--- config.mk ---
export PLATFORM = sky130hd
export DESIGN_NAME = ctrl_stall_scoreboard
export DESIGN_NICKNAME = d
export VERILOG_FILES = /design/src/rtl/ctrl_pkg.sv /design/src/rtl/ctrl_hazard_cmp.sv /design/src/rtl/ctrl_stall_scoreboard.sv
export SDC_FILE = /design/constraint.sdc
export NUM_CORES = 1
export LEC_CHECK = 0
export ABC_AREA = 1
export CAP_MARGIN = 5
export CORE_MARGIN = 1.5
export CORE_UTILIZATION = 50
export DETAILED_ROUTE_END_ITERATION = 8
export PLACE_DENSITY = 0.8
export SYNTH_ARGS = -nofsm -noshare
export SYNTH_HDL_FRONTEND = slang
export SYNTH_SLANG_ARGS = --single-unit
--- constraint.sdc ---
create_clock -name clk -period 2.6 [get_ports clk]
set_input_delay 0.65 -clock clk [delete_from_list [all_inputs] [get_ports clk]]
set_output_delay 0.65 -clock clk [all_outputs]
set_load 0.05 [all_outputs]
--- src/rtl/ctrl_pkg.sv ---
// Shared types and constants for the D-stage stall logic.
// Holds the use-time and Tnew encodings plus the scoreboard entry layout.
package ctrl_pkg;

  localparam logic [1:0] TUSE_NONE = 2'd3;
  localparam logic [1:0] TNEW_PC   = 2'd0;
  localparam logic [1:0] TNEW_ALU  = 2'd1;
  localparam logic [1:0] TNEW_LD   = 2'd2;

  typedef struct packed {
    logic       we;
    logic [4:0] a3;
    logic [1:0] tnew;
  } sb_entry_t;

  // One pipeline stage closer to the result; Tnew bottoms out at zero
  function automatic sb_entry_t age_entry(input sb_entry_t e);
    sb_entry_t r;
    r = e;
    r.tnew = (e.tnew == TNEW_PC) ? TNEW_PC : e.tnew - 2'd1;
    return r;
  endfunction

endpackage

--- src/rtl/ctrl_hazard_cmp.sv ---
// Compares one D-stage source operand against the E and M scoreboard entries.
// E is the younger producer, so when it matches its Tnew alone decides.
module ctrl_hazard_cmp
  import ctrl_pkg::*;
(
  input  logic [4:0] src,
  input  logic [1:0] tuse,
  input  sb_entry_t  entry_e,
  input  sb_entry_t  entry_m,
  output logic       hazard
);

  logic match_e;
  logic match_m;

  assign match_e = entry_e.we && (entry_e.a3 == src);
  assign match_m = entry_m.we && (entry_m.a3 == src);

  always_comb begin
    hazard = 1'b0;
    if (src != 5'd0 && tuse != TUSE_NONE) begin
      if (match_e)
        hazard = (tuse < entry_e.tnew);
      else if (match_m)
        hazard = (tuse < entry_m.tnew);
    end
  end

endmodule

--- src/rtl/ctrl_stall_scoreboard.sv ---
// Stall side of the data-hazard protocol: tracks producers in E and M and
// freezes F/D (injecting an E bubble) whenever forwarding cannot help yet.
module ctrl_stall_scoreboard
  import ctrl_pkg::*;
#(
  parameter int CNT_W = 32
) (
  input  logic             clk,
  input  logic             rst_n,
  input  logic [1:0]       Tuse_rs,
  input  logic [1:0]       Tuse_rt,
  input  logic [4:0]       SPL_rs,
  input  logic [4:0]       SPL_rt,
  input  logic             GRFWE_D,
  input  logic [4:0]       GRF_A3_D,
  input  logic [1:0]       Tnew_D,
  input  logic             MD_D,
  input  logic             MDU_Start_E,
  input  logic             MDU_Busy,
  input  logic             Flush,
  output logic             Stall,
  output logic             GRFWE_E,
  output logic             GRFWE_M,
  output logic [4:0]       GRF_A3_E,
  output logic [4:0]       GRF_A3_M,
  output logic [1:0]       Tnew_E,
  output logic [1:0]       Tnew_M,
  output logic [CNT_W-1:0] Stall_Cnt
);

  sb_entry_t ent_e;
  sb_entry_t ent_m;
  sb_entry_t ent_d;
  logic      hazard_rs;
  logic      hazard_rt;
  logic      hazard_mdu;

  assign ent_d = '{we: GRFWE_D, a3: GRF_A3_D, tnew: Tnew_D};

  ctrl_hazard_cmp u_cmp_rs (
    .src     (SPL_rs),
    .tuse    (Tuse_rs),
    .entry_e (ent_e),
    .entry_m (ent_m),
    .hazard  (hazard_rs)
  );

  ctrl_hazard_cmp u_cmp_rt (
    .src     (SPL_rt),
    .tuse    (Tuse_rt),
    .entry_e (ent_e),
    .entry_m (ent_m),
    .hazard  (hazard_rt)
  );

  assign hazard_mdu = MD_D && (MDU_Busy || MDU_Start_E);
  assign Stall      = hazard_rs || hazard_rt || hazard_mdu;

  // Flush beats stall; a stalled cycle still lets the old E move into M
  always_ff @(posedge clk or negedge rst_n) begin
    if (!rst_n) begin
      ent_e <= '0;
      ent_m <= '0;
    end else if (Flush) begin
      ent_e <= '0;
      ent_m <= '0;
    end else if (Stall) begin
      ent_e <= '0;
      ent_m <= age_entry(ent_e);
    end else begin
      ent_e <= ent_d;
      ent_m <= age_entry(ent_e);
    end
  end

  always_ff @(posedge clk or negedge rst_n) begin
    if (!rst_n)
      Stall_Cnt <= '0;
    else if (Stall && !Flush && Stall_Cnt != {CNT_W{1'b1}})
      Stall_Cnt <= Stall_Cnt + {{(CNT_W-1){1'b0}}, 1'b1};
  end

  assign GRFWE_E  = ent_e.we;
  assign GRF_A3_E = ent_e.a3;
  assign Tnew_E   = ent_e.tnew;
  assign GRFWE_M  = ent_m.we;
  assign GRF_A3_M = ent_m.a3;
  assign Tnew_M   = ent_m.tnew;

endmodule

-- Yosys cells after proc, flatten, opt, wreduce, memory -nomap -nowiden
Cells that the tools add are included.
- $add $sub $neg: 2
- order comparisons: 4
- eq/ne operators: 7
- multiplexer cells: 10
- reduce and logical (&&, ||, !) cells: 16
- operators with widths (kind ; count):
    $add 32x1->32 const B ; 1
    $ne 32x32->1 const B ; 1
    $mux 8 ; 3
    $eq 5x5->1 ; 4
    $reduce_bool 5->1 ; 2
    $logic_and 1x1->1 ; 9
    $lt 2x2->1 ; 4
    $mux 1 ; 6
    $ne 2x2->1 const B ; 2
    $logic_or 1x1->1 ; 3
    $logic_not 2->1 ; 1
    $mux 2 ; 1
    $sub 2x1->2 const B ; 1
    $logic_not 1->1 ; 1
- register bits: 48
- input bits: 28
- output and inout port bits: 49
- logic and storage cells: 46

-- Logic depth before layout (Yosys ltp)
- word-level depth: 9
- mapped depth: 14
- gate-level depth less buffers: 12

-- Modules after synthesis
A second synthesis with hierarchy kept.
- cells, all modules: 521
- area, all modules: 3352.0 µm²
- by module, submodules not included (module ; instances ; cells each ; area each (µm²) ; sequential area each (µm²)):
    ctrl_stall_scoreboard ; 1 ; 369 ; 2716.4 ; 1201.2
    ctrl_hazard_cmp ; 2 ; 76 ; 317.8 ; 0.0

-- Worst setup path after synthesis
No wires, ideal clock.
- path type: reg2out
- from: reg ent_m, in the netlist Tnew_M[1]
- to: out Stall
- arrival: 1.864 ns
- data required time: 1.950 ns
- path slack: 0.086 ns
- cell stages (with the launch flop): 12
- path buffers: 2
- cells stage by stage: dfrtp_1 inv_1 ha_1 inv_1 nand2_1 nor2_1 nand3_1 o21ai_0 nand3_1 nand3_1 buf_4 buf_4
- word-level cells in the longest chain between the ends: 6
- elaborated cells between the ends (all ways): 10
- those cells by class: 2 x order compare; 6 x mux; 2 x reduce/logical
- RTL lines (item ; RTL line ; RTL):
    start: declaration ; ctrl_stall_scoreboard.sv:32 ; sb_entry_t ent_m;
    start signal: assignment ; ctrl_stall_scoreboard.sv:69 ; ent_m <= age_entry(ent_e);
    start signal: assignment ; ctrl_stall_scoreboard.sv:72 ; ent_m <= age_entry(ent_e);
    $lt 2x2->1 ; ctrl_hazard_cmp.sv:25 ; hazard = (tuse < entry_m.tnew);
    $mux 1 ; ctrl_hazard_cmp.sv:24 ; else if (match_m)
    $mux 1 ; ctrl_hazard_cmp.sv:22 ; if (match_e)
    $mux 1 ; ctrl_hazard_cmp.sv:21 ; if (src != 5'd0 && tuse != TUSE_NONE) begin
    $logic_or 1x1->1 (*) (2 in series) ; ctrl_stall_scoreboard.sv:57 ; assign Stall = hazard_rs || hazard_rt || hazard_mdu;
    end: declaration ; ctrl_stall_scoreboard.sv:21 ; output logic Stall,
Mark *: on every way between the ends. The rest lies on a longest branch, timed or not.

-- Worst setup path after layout
- from: in Tuse_rs[1]
- to: out Stall
- word-level cells in the longest chain between the ends: 6
- elaborated cells between the ends (all ways): 9
- those cells by class: 2 x order compare; 1 x eq/ne; 3 x mux; 3 x reduce/logical
- RTL lines (item ; RTL line ; RTL):
    start: declaration ; ctrl_stall_scoreboard.sv:10 ; input logic [1:0] Tuse_rs,
    $lt 2x2->1 ; ctrl_hazard_cmp.sv:25 ;
    $mux 1 ; ctrl_hazard_cmp.sv:24 ;
    $mux 1 ; ctrl_hazard_cmp.sv:22 ;
    $mux 1 (*) ; ctrl_hazard_cmp.sv:21 ;
    $logic_or 1x1->1 (*) (2 in series) ; ctrl_stall_scoreboard.sv:57 ;
Marked as above.

==> impl_metrics.toml <==
[setup_path]
crit_type = "in2out"
crit_fanout = 3
cp-start-kind = "input port"
arrival_ns = 1.85
crit_required_ns = 1.95
cp-end-kind = "output port"

[floorplanning]
io_pins = 77
rows = 29
die_h_um = 83.40
dieArea_um2 = 6955
initial_utilization = 0.5119
dieWidth_um = 83.40
core_area_um2 = 6314

[pwr]
combPwrFrac = 0.256
p_leak_nw = 2.066
powerDensity_nw_per_um2 = 451.1
power_frac_seq = 0.440
peakVddDrop_mv = 0.3200
switching_power_mw = 0.6511
power_mw = 1.925
pwr-share-clk = 0.304
p_int_mw = 1.274
swShare = 0.3382

[cts]
clk_latency_ns = 0.31
post_cts.repair.setup_buffers = 0
h-tree-depth = 2
cts_hold_buf = 0
numCtsBuffers = 5
clk_path_buf_depth = 2
cts_tree = "built"
path_clk_slew_ns = 0.09
cts_root_buf = "clkbuf_8"
clock-sinks = 48

[logic_synthesis]
ys_types = 26
synth-seq-cells = 48
yosysSeqAreaShare = 0.3717
synth_area_um2 = 3232
synth_nets = 509
syn_inst = 476
avgSynthCellArea_um2 = 6.790
ys_warn_count = 0

[sta]
finalMaxSlewViolations = 0
skew_ns = 0.008805
rsz0062_at_grt = "false"
hold-worst-slack_ns = 0.4319
setup_viol = 0
hold_viol_final = 0
fin_crit_sh = 0.9609
slew_headroom = 0.5832
tightest_slew_ns = 0.6252
fmax_mhz = 400.3
timing.final.crit_period_ns = 2.498

[layout]
diodes = 0
final_core_util = 0.6760
fill_cells = 547
drive_gt1_frac = 0.1091
final_common_cell = "nand2_1"
final_cell_mix = "nand2_1 (165), clkdlybuf4s50_1 (61), inv_1 (58), dfrtp_1 (48), nor2_1 (46)"
fin_area_um2 = 4268
synthToLayoutAreaGrowth_pct = 32.06
finalNonFillerCells = 636
nNetsFinal = 591

[place]
place_congestion = 0.8596
hpwlAfterDp_mm = 6.456
port-buffer-count = 76
dp.cells = 628
place_area_um2 = 4133

[job]
drv_cap = 0

[route]
wl_mm = 8.568
drc = 0
vias_per_cell = 5.242
wl_met3_um = 538
met2_length_mm = 4.091
drtIter0Drc = 201
wl_met1_mm = 3.855
highest_layer = "met4"
ant_nets = 0
vias = 3334
first_pass_iters = 4
wl_per_cell_um = 13.47

[grt]
grt_pass1_vias = 3112
grt_usage = 0.2597
gr-total-overflow = 0
grt_pass1_wl_mm = 14.79
grt_max_degree = 49
antenna_found_initial = 0

[status]
status = "completed"

[worst_hold_path]
hold_class = "in2async"
==> sequential cells by signal, indices dropped and copies added, names as in the netlist <==
| signal | cells |
|---|---|
| GRFWE_E | 1 |
| GRF_A3_M | 5 |
| Tnew_E | 2 |
| Stall_Cnt | 32 |
| GRF_A3_E | 5 |
| Tnew_M | 2 |
| GRFWE_M | 1 |
==> routing by layer <==
metal / track usage / up-vias
met4: 0.07424 / 0
met1: 0.3653 / 1549
met3: 0.03777 / 9
li1: - / 1665
met5: 0 / -
met2: 0.4183 / 111
==> critical path, stage by stage <==
cell and delay (ns):
dlygate4sd2_1 0.26, ha_1 0.29, o21ai_0 0.07, nand3_1 0.09, o21ai_1 0.12, nand3_1 0.12, nand3_4 0.11, buf_12 0.14
==> cells in the mapped netlist (all sizes together) <==
| master | number | share of area |
|---|---|---|
| a21oi | 1 | 0.0015 |
| clkbuf | 2 | 0.0023 |
| buf | 13 | 0.027 |
| nor3 | 8 | 0.014 |
| xnor2 | 5 | 0.014 |
| nand2 | 168 | 0.20 |
| ha | 5 | 0.019 |
| xor2 | 11 | 0.030 |
| nand4 | 42 | 0.086 |
| nand3 | 36 | 0.062 |
| nor2 | 59 | 0.080 |
| o21ai | 9 | 0.014 |
| dfrtp | 48 | 0.37 |
| inv | 68 | 0.079 |
| and2 | 1 | 0.0019 |
==> path summary, 6_finish.rpt <==
kind	startpoint	to	slack, ns	depth (start not counted)
worst max-delay path	Tuse_rs[1]	Stall	0.10	8
worst min-delay path	rst_n	Stall_Cnt[27]	0.43	2
worst max register to register	Stall_Cnt[1]	Stall_Cnt[1]	0.40	8
worst min register to register	Tnew_E[0]	Tnew_M[0]	0.47	1
max in group asynchronous	rst_n	Stall_Cnt[24]	1.75	2
min in group clk	Tnew_E[0]	Tnew_M[0]	0.47	1
==> per-stage QoR <==
step | TNS (ns) | setup WS (ns)
2_1_floorplan | 0 | 0.08624
3_5_place_dp | -4.468 | -0.1734
4_1_cts | 0 | 0.04439
5_1_grt | 0 | 0.00008837
3_3_place_gp | -4.202 | -0.1853
6_report | 0 | 0.1017
==> timing repair <==
item,CTS,global route
endpoints found under the setup margin,1,1
cloned,0,0
gates resized for setup,24,6
pin swaps,7,6
hold endpoints to repair,0,0
==> layout make-up <==
class / count / area (um^2) / area share
Clock buffer: 6 / 82.58 / 0.01935
Clock inverter: 2 / 38.79 / 0.009088
Timing Repair Buffer: 90 / 879.6 / 0.2061
Inverter: 68 / 255.2 / 0.05981
Sequential cell: 48 / 1201 / 0.2814
Multi-Input combinational cell: 345 / 1714 / 0.4016
Tap cell: 77 / 96.34 / 0.02257
==> cells by family (layout without fill, tap and decap cells) <==
family,Yosys count,count (layout),share of synthesized area
AO/OA/AOI/OAI,10,10,0.01548
adder cells (fa/ha/maj),5,5,0.01936
flip-flops,48,48,0.3717
AND/OR/NAND/NOR,314,314,0.4413
XOR/XNOR,16,16,0.04336
buffers and inverters,83,166,0.1088
==> power groups by stage <==
stage | Clock, mW | Sequential, mW | Combinational, mW
after floorplan | 0 | 0.978 | 0.158
after global placement | 0 | 0.857 | 0.485
after detailed placement | 0 | 0.860 | 0.495
after CTS | 0.593 | 0.846 | 0.495
after global routing | 0.622 | 0.853 | 0.535
final | 0.585 | 0.848 | 0.493
(Power assumes the default switching activity.)
